File: config.mk
export PLATFORM = sky130hd
export DESIGN_NAME = synth_voice_mixer
export DESIGN_NICKNAME = d
export VERILOG_FILES = /design/src/rtl/synth_voice_mixer.sv
export SDC_FILE = /design/constraint.sdc
export NUM_CORES = 1
export LEC_CHECK = 0
export CORE_MARGIN = 2
export CORE_UTILIZATION = 65
export CTS_CLUSTER_DIAMETER = 200
export DETAILED_ROUTE_END_ITERATION = 6
export DONT_BUFFER_PORTS = 1
export PLACE_DENSITY = 0.81
export SYNTH_ARGS = -nofsm -noshare
export SYNTH_HDL_FRONTEND = slang
export SYNTH_SLANG_ARGS = --single-unit
File: constraint.sdc
create_clock -name clk48m -period 11.43 [get_ports clk48m]
set_input_delay 1.7145 -clock clk48m [delete_from_list [all_inputs] [get_ports clk48m]]
set_output_delay 1.7145 -clock clk48m [all_outputs]
set_load 0.02 [all_outputs]
File: src/rtl/synth_voice_mixer.sv
`default_nettype none
// ============================================================================
// Module   : synth_voice_mixer
// Summary  : Time-multiplexed phase-accumulator voices, summed and saturated
//            into one 17-bit sample per DIV-cycle frame for the I2S feeder.
// Revision : 1.0 - initial release
// ============================================================================
module synth_voice_mixer #(
  parameter int VOICES  = 4,
  parameter int PHASE_W = 24,
  parameter int DIV     = 1024
) (
  input  logic               clk48m,
  input  logic               rst,
  input  logic               cfg_we,
  input  logic [2:0]         cfg_voice,
  input  logic [PHASE_W-1:0] cfg_inc,
  input  logic [1:0]         cfg_wave,
  input  logic [3:0]         cfg_vol,
  input  logic               cfg_sync,
  output logic [16:0]        signal,
  output logic               sample_strobe
);

  localparam int c_CNT_W = $clog2(DIV);
  localparam int c_ACC_W = 18 + $clog2(VOICES);
  localparam logic [1:0] c_WAVE_SQR = 2'd1;
  localparam logic [1:0] c_WAVE_SAW = 2'd2;
  localparam logic [1:0] c_WAVE_TRI = 2'd3;
  localparam logic signed [c_ACC_W-1:0] c_SAT_MAX = c_ACC_W'(32767);
  localparam logic signed [c_ACC_W-1:0] c_SAT_MIN = c_ACC_W'(-32768);

  typedef enum logic [1:0] {S_IDLE = 2'd0, S_ACCUM = 2'd1, S_OUT = 2'd2} state_t;

  state_t                     r_state, w_state_nxt;
  logic [c_CNT_W-1:0]         r_cnt;
  logic [2:0]                 r_vi;
  logic signed [c_ACC_W-1:0]  r_acc;
  logic [PHASE_W-1:0]         r_phase [VOICES];
  logic [PHASE_W-1:0]         r_inc   [VOICES];
  logic [1:0]                 r_wave  [VOICES];
  logic [3:0]                 r_vol   [VOICES];

  logic [VOICES-1:0]          w_wr, w_active;
  logic [15:0]                w_p;
  logic [1:0]                 w_cur_wave;
  logic [3:0]                 w_cur_vol;
  logic [14:0]                w_tri;
  logic signed [15:0]         w_wave;
  logic signed [20:0]         w_prod;
  logic signed [16:0]         w_scaled;
  logic signed [c_ACC_W-1:0]  w_acc_sum;
  logic [15:0]                w_sat;
  logic                       w_last;

  always_ff @(posedge clk48m or posedge rst) begin
    if (rst)                               r_cnt <= '0;
    else if (r_cnt == c_CNT_W'(DIV - 1))   r_cnt <= '0;
    else                                   r_cnt <= r_cnt + c_CNT_W'(1);
  end

  for (genvar gi = 0; gi < VOICES; gi++) begin : g_dec
    assign w_wr[gi]     = cfg_we && (cfg_voice == 3'(gi));
    assign w_active[gi] = (r_state == S_ACCUM) && (r_vi == 3'(gi));
  end

  // A sync write overrides the increment of a voice processed in the same cycle.
  always_ff @(posedge clk48m or posedge rst) begin
    if (rst) begin
      for (int i = 0; i < VOICES; i++) begin
        r_phase[i] <= '0;
        r_inc[i]   <= '0;
        r_wave[i]  <= '0;
        r_vol[i]   <= '0;
      end
    end else begin
      for (int i = 0; i < VOICES; i++) begin
        if (w_wr[i]) begin
          r_inc[i]  <= cfg_inc;
          r_wave[i] <= cfg_wave;
          r_vol[i]  <= cfg_vol;
        end
        if (w_wr[i] && cfg_sync) r_phase[i] <= '0;
        else if (w_active[i])    r_phase[i] <= r_phase[i] + r_inc[i];
      end
    end
  end

  always_comb begin
    w_p        = '0;
    w_cur_wave = '0;
    w_cur_vol  = '0;
    for (int i = 0; i < VOICES; i++) begin
      if (r_vi == 3'(i)) begin
        w_p        = r_phase[i][PHASE_W-1 -: 16];
        w_cur_wave = r_wave[i];
        w_cur_vol  = r_vol[i];
      end
    end
  end

  // Triangle 2*t - 32768 equals {t,0} with the sign bit flipped.
  always_comb begin
    w_tri = w_p[15] ? ~w_p[14:0] : w_p[14:0];
    case (w_cur_wave)
      c_WAVE_SQR: w_wave = w_p[15] ? -16'sd16384 : 16'sd16383;
      c_WAVE_SAW: w_wave = {~w_p[15], w_p[14:0]};
      c_WAVE_TRI: w_wave = {~w_tri[14], w_tri[13:0], 1'b0};
      default:    w_wave = '0;
    endcase
    w_prod    = $signed({{5{w_wave[15]}}, w_wave}) * $signed({16'b0, 1'b0, w_cur_vol});
    w_scaled  = 17'(w_prod >>> 4);
    w_acc_sum = r_acc + {{(c_ACC_W-17){w_scaled[16]}}, w_scaled};
    if (w_acc_sum > c_SAT_MAX)      w_sat = 16'h7FFF;
    else if (w_acc_sum < c_SAT_MIN) w_sat = 16'h8000;
    else                            w_sat = w_acc_sum[15:0];
  end

  always_comb begin
    w_state_nxt = r_state;
    w_last      = 1'b0;
    case (r_state)
      S_IDLE:  if (r_cnt == '0) w_state_nxt = S_ACCUM;
      S_ACCUM: begin
        if (r_vi == 3'(VOICES - 1)) begin
          w_state_nxt = S_OUT;
          w_last      = 1'b1;
        end
      end
      S_OUT:   w_state_nxt = S_IDLE;
      default: w_state_nxt = S_IDLE;
    endcase
  end

  // Output registers load on the last voice so strobe and sample appear in OUT.
  always_ff @(posedge clk48m or posedge rst) begin
    if (rst) begin
      r_state       <= S_IDLE;
      r_vi          <= '0;
      r_acc         <= '0;
      signal        <= '0;
      sample_strobe <= 1'b0;
    end else begin
      r_state       <= w_state_nxt;
      sample_strobe <= w_last;
      if (r_state == S_IDLE) begin
        r_vi  <= '0;
        r_acc <= '0;
      end else if (r_state == S_ACCUM) begin
        r_vi  <= r_vi + 3'd1;
        r_acc <= w_acc_sum;
      end
      if (w_last) signal <= {w_sat[15], w_sat};
    end
  end

endmodule
`default_nettype wire

==> run metrics, run 1 <==
Clock transition at path regs 60 ps; DRC 0; final WL 44100 microns; deepest clock path buffer count 3; Slew headroom between 20% and 30%; routed via count ~14000; Post-synth EDFFs 0; PortBufs 0; Cell variety after synth between 70 and 80; GRT Overall Usage a little under a third; Setup crit end signal[4]; CTS Buf Count 30; Final ANT Viol Nets 0; CP required 11870 ps; die height roughly 170 microns; dominant synthesized flop cell dfrtp_1; DRT Pass-1 Iters 5; Finished Cell Area 19600 sq um; core area 27600 sq um; Mapped Avg Cell Area 9.83 sq um; largest net degree at the start of global routing 110; # hold bufs at CTS 0; Reg area 6710 sq um; R2R Path End signal[4]; layout cells sized above 1 12.5%; RSZ-0062 raised after global routing no; setup_tns 0 ps; LEAKAGE between 9 and 10 nW; first-pass GRT wire length 71200 microns; asr flop ratio synth 100%; most frequent cell after synthesis dfrtp_1; fin cells 2229; Setup CP Type reg2reg; setup violators final 0; CP Max Fanout 28; Synth top area share 36.9%; P per Cell Area 203 nW/um^2; DP Area 18500 sq um; vias per cell around 6.3; CTS tree done; worst skew pair latency 560 ps; Worst Setup SP r_vi[0]; Fillers 2047; Initial Util between 60 and 70%; post-CTS setup buffer count 0; initial antenna violation count 1; maxcap violations 0; Die ar. 29300 sq um; Yosys top cell by area dfrtp_1; H-Tree Depth 1; CTS Sinks 268; top cells by area, synth dfrtp_1 37%, ha_1 11%, mux2_2 7.4%; Slowest cell on crit path nor2_1; status finished, final reports clean; FF+latch count, synth around 270; nature of the critical path endpoint flop; Root Driver clkbuf_16; Syn. warnings 0; GRT overflow 0; reg2reg setup slack 1720 ps; FF-to-FF path depth 36; HP Class reg2reg; Resized cells post-CTS 0; FP Rows 61; Post-Syn Instances 1848; post-route core utilization 70.8%; hpwl dp 32200 microns; Critical Path AT 10150 ps; Die W 171 microns; slew at the pin closest to its max-slew limit ~1200 ps; FF-to-FF Start r_vi[0]; synthesized area about 18000 sq um; Multi-input gate area 10800 sq um; Fin. Hold Viols 0; Top Ports 55; Layout area overhead 7.76%; initial DRC count between 1000 and 1500; Hold Path Origin r_cnt[4]; Worst Skew between 20 and 30 ps; total power 3.97 mW; final critical-path share of the clock period 84.9%; DR WL/cell 19.8 microns; number of global-route vias before repair 14200; placed cells approximately 2200; fmax 103 MHz; fin nets 2057; CP Launch Type flop; gpl congestion 0.966; Peak VDD IR 166 uV; Critical Path Max Stage Delay roughly 670 ps; Syn Nets about 2100; min Tclk post-route just under 10000 ps; sequential share of the synthesized area 36.9%; synth cell count leaders 268 x dfrtp_1, 157 x ha_1, 152 x a21oi_1, 145 x nor2_1, 141 x nand2_1; Max Slew Vio Count 0
-- power breakdown --
part	internal, mW	total, mW	switching [mW]	leakage [nW]
registers	1.09	1.24	0.149	3.43
logic	0.718	1.70	0.984	5.40
clock network	0.619	1.03	0.410	0.505
total	2.43	3.97	1.54	9.33
-- worst min path at each step --
stage | to | slack, ps | cells after the start
after floorplan | r_acc[13] | 460 | 2
after global routing | r_inc[59] | 520 | 1
after detailed placement | r_phase[0] | 490 | 1
final | r_cnt[4] | 510 | 1
after global placement | r_phase[55] | 480 | 1
after CTS | r_cnt[4] | 510 | 1
-- metrics by stage --
step                hold WS, ps  worst slack [ps]
floorplan                   456              2330
global placement            480              2170
detailed placement          492              1880
CTS                         505              1830
global route                521              1050
finish                      506              1720
-- layout make-up --
| type | count | share of cell area, % |
|---|---|---|
| multi-input cells | 1413 | 55.3 |
| flip-flops and latches | 268 | 34.3 |
| clock buffers | 37 | 4.33 |
| well taps | 378 | 2.42 |
| inverters | 96 | 1.88 |
| clock inverters | 19 | 1.14 |
| repair buffers | 17 | 0.652 |
| diodes | 1 | 0.0128 |
-- registers in the layout (all words and copies together), names as in the netlist --
name	count
r_phase	96
sample_strobe	1
r_acc	20
r_cnt	10
r_vol	16
r_vi	3
r_inc	96
r_state	2
signal	16
r_wave	8
-- routing by layer --
layer / vias up / global-route usage, % / wire [microns]
met5: - / 0 / 0
met4: 0 / 14.4 / 2090
met3: 147 / 5.41 / 2500
met2: 451 / 52.1 / 21300
met1: 6921 / 37.4 / 18200
li1: 6611 / - / -
-- placed cells by master (no fill, tap or decap), drive strengths merged, types with 37 or more instances in the layout --
| cell | Yosys | final |
|---|---|---|
| ha | 157 | 157 |
| o21ai | 100 | 100 |
| inv | 96 | 98 |
| a22o | 81 | 81 |
| fa | 37 | 37 |
| mux2 | 120 | 120 |
| dfrtp | 268 | 268 |
| nor2 | 145 | 145 |
| xnor2 | 82 | 82 |
| a21o | 45 | 45 |
| clkbuf | 55 | 37 |
| nand2 | 141 | 141 |
| a21oi | 154 | 154 |
-- cell families (layout without fill, tap and decap cells) --
family                     Yosys count  in the layout  share of synthesized area [%]
other                                0              1                              0
AOI/OAI and AO/OA                  539            539                           20.1
DFF                                268            268                           36.9
xor gates and xnor gates           115            115                           5.65
and+or+nand+nor                    443            443                           11.2
buffers and inverters              167            169                           3.64
adders and majority gates          194            194                           14.9
muxes                              122            122                           7.55
-- worst max-delay path, delay by kind of cell, from the launching register on --
kind	cells	cell delay [ps]
AOI/OAI and AO/OA	16	3790
and+or+nand+nor	8	1990
DFF	1	420
xor gates and xnor gates	3	660
buffers and inverters	2	100
adders and majority gates	7	2610
(Power assumes the default switching activity.)
==> run 2, diff against run 1 <==
- clock period: 11.43 -> 9 ns (I/O delays scaled with it)
==> run 2 against run 1 <==
  * Clock power rose by 25%
  * Final area increased by 0.98%
  * Combinational power increased by 32%
  * Routed wire length increased by 2.5%
  * Critical path depth down 2
  * Clock skew shrank 9.3 ps
  * Global-route usage rose by 0.86 points
  * Highest routed layer unchanged
==> run metrics, run 2 (synthesis gave the netlist of run 1 again) <==
fin nets 2069 (+0.58%); CP required 9440 ps (-2430 ps); Setup CP Type reg2reg; setup violators final 0 (unchanged); largest registers r_inc (96), r_phase (96), r_acc (20); layout cells sized above 1 13.8% (+1.3 points); Multi-input gate area 10900 sq um (+1.1%); H-Tree Depth 1 (unchanged); total power 5.11 mW (+29%); Initial Util 65.7% (unchanged); DP Area 18600 sq um (+0.47%); vias per cell 6.34 (about the same); core area 27600 sq um (unchanged); slew at the pin closest to its max-slew limit 1250 ps (+59.1 ps); GRT overflow 0 (unchanged); Final ANT Viol Nets 0 (unchanged); routed via count 14200 (+0.31%); combinational power share 43.8% (+1.0 points); final WL 45200 microns (+2.5%); HP Class reg2reg; P per Cell Area 259 nW/um^2 (+27%); post-route core utilization 71.5% (+0.70 points); CP delay by family, top compound AO/OA/AOI/OAI gates; Slowest cell on crit path fa_1; CTS tree done; DRC 0 (unchanged); CTS Buf Count 28 (-6.7%); CTS Sinks 268 (unchanged); Critical Path Max Stage Delay 550 ps (-120 ps); Max Slew Vio Count 0 (unchanged); P_int 3.13 mW (+29%); CP Max Fanout 13 (-54%); Top Ports 55 (unchanged); # hold bufs at CTS 0 (unchanged); LEAKAGE 9.43 nW (+1.1%); ant diodes 0 (-1); maxcap violations 0 (unchanged); gpl congestion 0.928 (-3.9%); setup_tns 0 ps (unchanged); initial DRC count 961 (-6.8%); FP Rows 61 (unchanged); fmax 116 MHz (+13%); deepest clock path buffer count 3 (unchanged); Root Driver clkbuf_16; Critical Path AT 9040 ps (-1110 ps); Fillers 2047 (unchanged); GRT Overall Usage 31.3% (+0.86 points); DRT Pass-1 Iters 6 (+1); CP bufs+invs 2 (unchanged); Fin. Hold Viols 0 (unchanged); most frequent cells in the layout 268 x dfrtp_1, 155 x ha_1, 143 x a21oi_1; Slew headroom 16.8% (-3.9 points); Clock transition at path regs 60 ps (about the same); first-pass GRT wire length 72700 microns (+2.0%); final critical-path share of the clock period 95.5% (+11 points); DR WL/cell 20.2 microns (+2.1%); number of global-route vias before repair 14100 (-0.36%); most used cell, CP ha_1; Worst Skew 17.3 ps (-9.30 ps); nature of the critical path endpoint flop; Peak VDD IR 178 uV (+7.3%); hpwl dp 33200 microns (+3.1%); Net Sw Power 1.98 mW (+28%); Layout area overhead 8.82%; initial antenna violation count 0 (-1); die height 171 microns (unchanged); sequential share of power 30.9% (-0.4 points); Die W 171 microns (unchanged); largest net degree at the start of global routing 160 (+45%); CP Launch Type flop; minimum hold slack 501 ps (-4.67 ps); clock share of power 25.3% (-0.6 points); Finished Cell Area 19800 sq um (+0.98%); Reg area 6710 sq um (unchanged); worst skew pair latency 560 ps (about the same); min Tclk post-route 8600 ps (-1110 ps); PortBufs 0 (unchanged); most common cell after layout, fill and taps aside dfrtp_1; status finished, final reports clean; Die ar. 29300 sq um (unchanged); Sw Ratio 38.7% (-0.14 points)
[run 2: cell types whose count changed in the layout (fill, tap and decap cells not counted), sizes merged]
cell	previous run	this run
buf	17	31
clkbuf	37	39
diode	1	0
clkinvlp	8	1
clkinv	5	4
inv	98	96
bufinv	4	7
[run 2: routing by layer]
layer  part of all wire, %  routed length (microns)  track usage (%)  up-vias
met4                   3.8                     1740             11.8        0
met1                    41                    18500             39.2     7006
met2                    49                    22400             54.8      419
li1                      -                        -                -     6638
met5                     0                        0                0        -
met3                   5.7                     2590             4.69      111
[run 2: worst paths after layout]
path | start | end | slack [ps] | depth (start not counted)
worst max-delay path | r_vi[0] | signal[4] | 400 | 34
worst min-delay path | r_cnt[4] | r_cnt[4] | 500 | 1
worst max register to register | r_vi[0] | signal[4] | 400 | 34
worst min register to register | r_cnt[4] | r_cnt[4] | 500 | 1
max in group asynchronous | rst | r_inc[59] | 6870 | 2
min in group asynchronous | rst | r_phase[17] | 800 | 1
[run 2: per-stage QoR]
step | cells | setup slack (ps)
detailed placement | 2182 | 91.1
global route | 2237 | -67.5
finish | 2237 | 401
CTS | 2233 | 35.7
floorplan | 1848 | 268
global placement | 2182 | 410
[run 2: area by class of cell]
class,instances,share of cell area [%]
inverter,96,1.86
clock buffer,39,3.96
tap,378,2.39
timing repair buffer,31,1.24
clock inverter,12,1.26
sequential,268,33.9
multi-input combinational,1413,55.4
[run 2: power groups by stage]
stage | Combinational (mW) | Clock, mW | Sequential [mW]
after floorplan | 1.70 | 0 | 1.54
final | 2.24 | 1.29 | 1.58
after global routing | 2.47 | 1.35 | 1.60
after detailed placement | 2.17 | 0 | 1.60
after global placement | 2.07 | 0 | 1.59
after CTS | 2.18 | 1.31 | 1.58
[run 2: repair_timing]
action | in CTS | in global routing
buffers inserted | 0 | 4
setup endpoints to repair | 0 | 19
gates resized for setup | 0 | 29
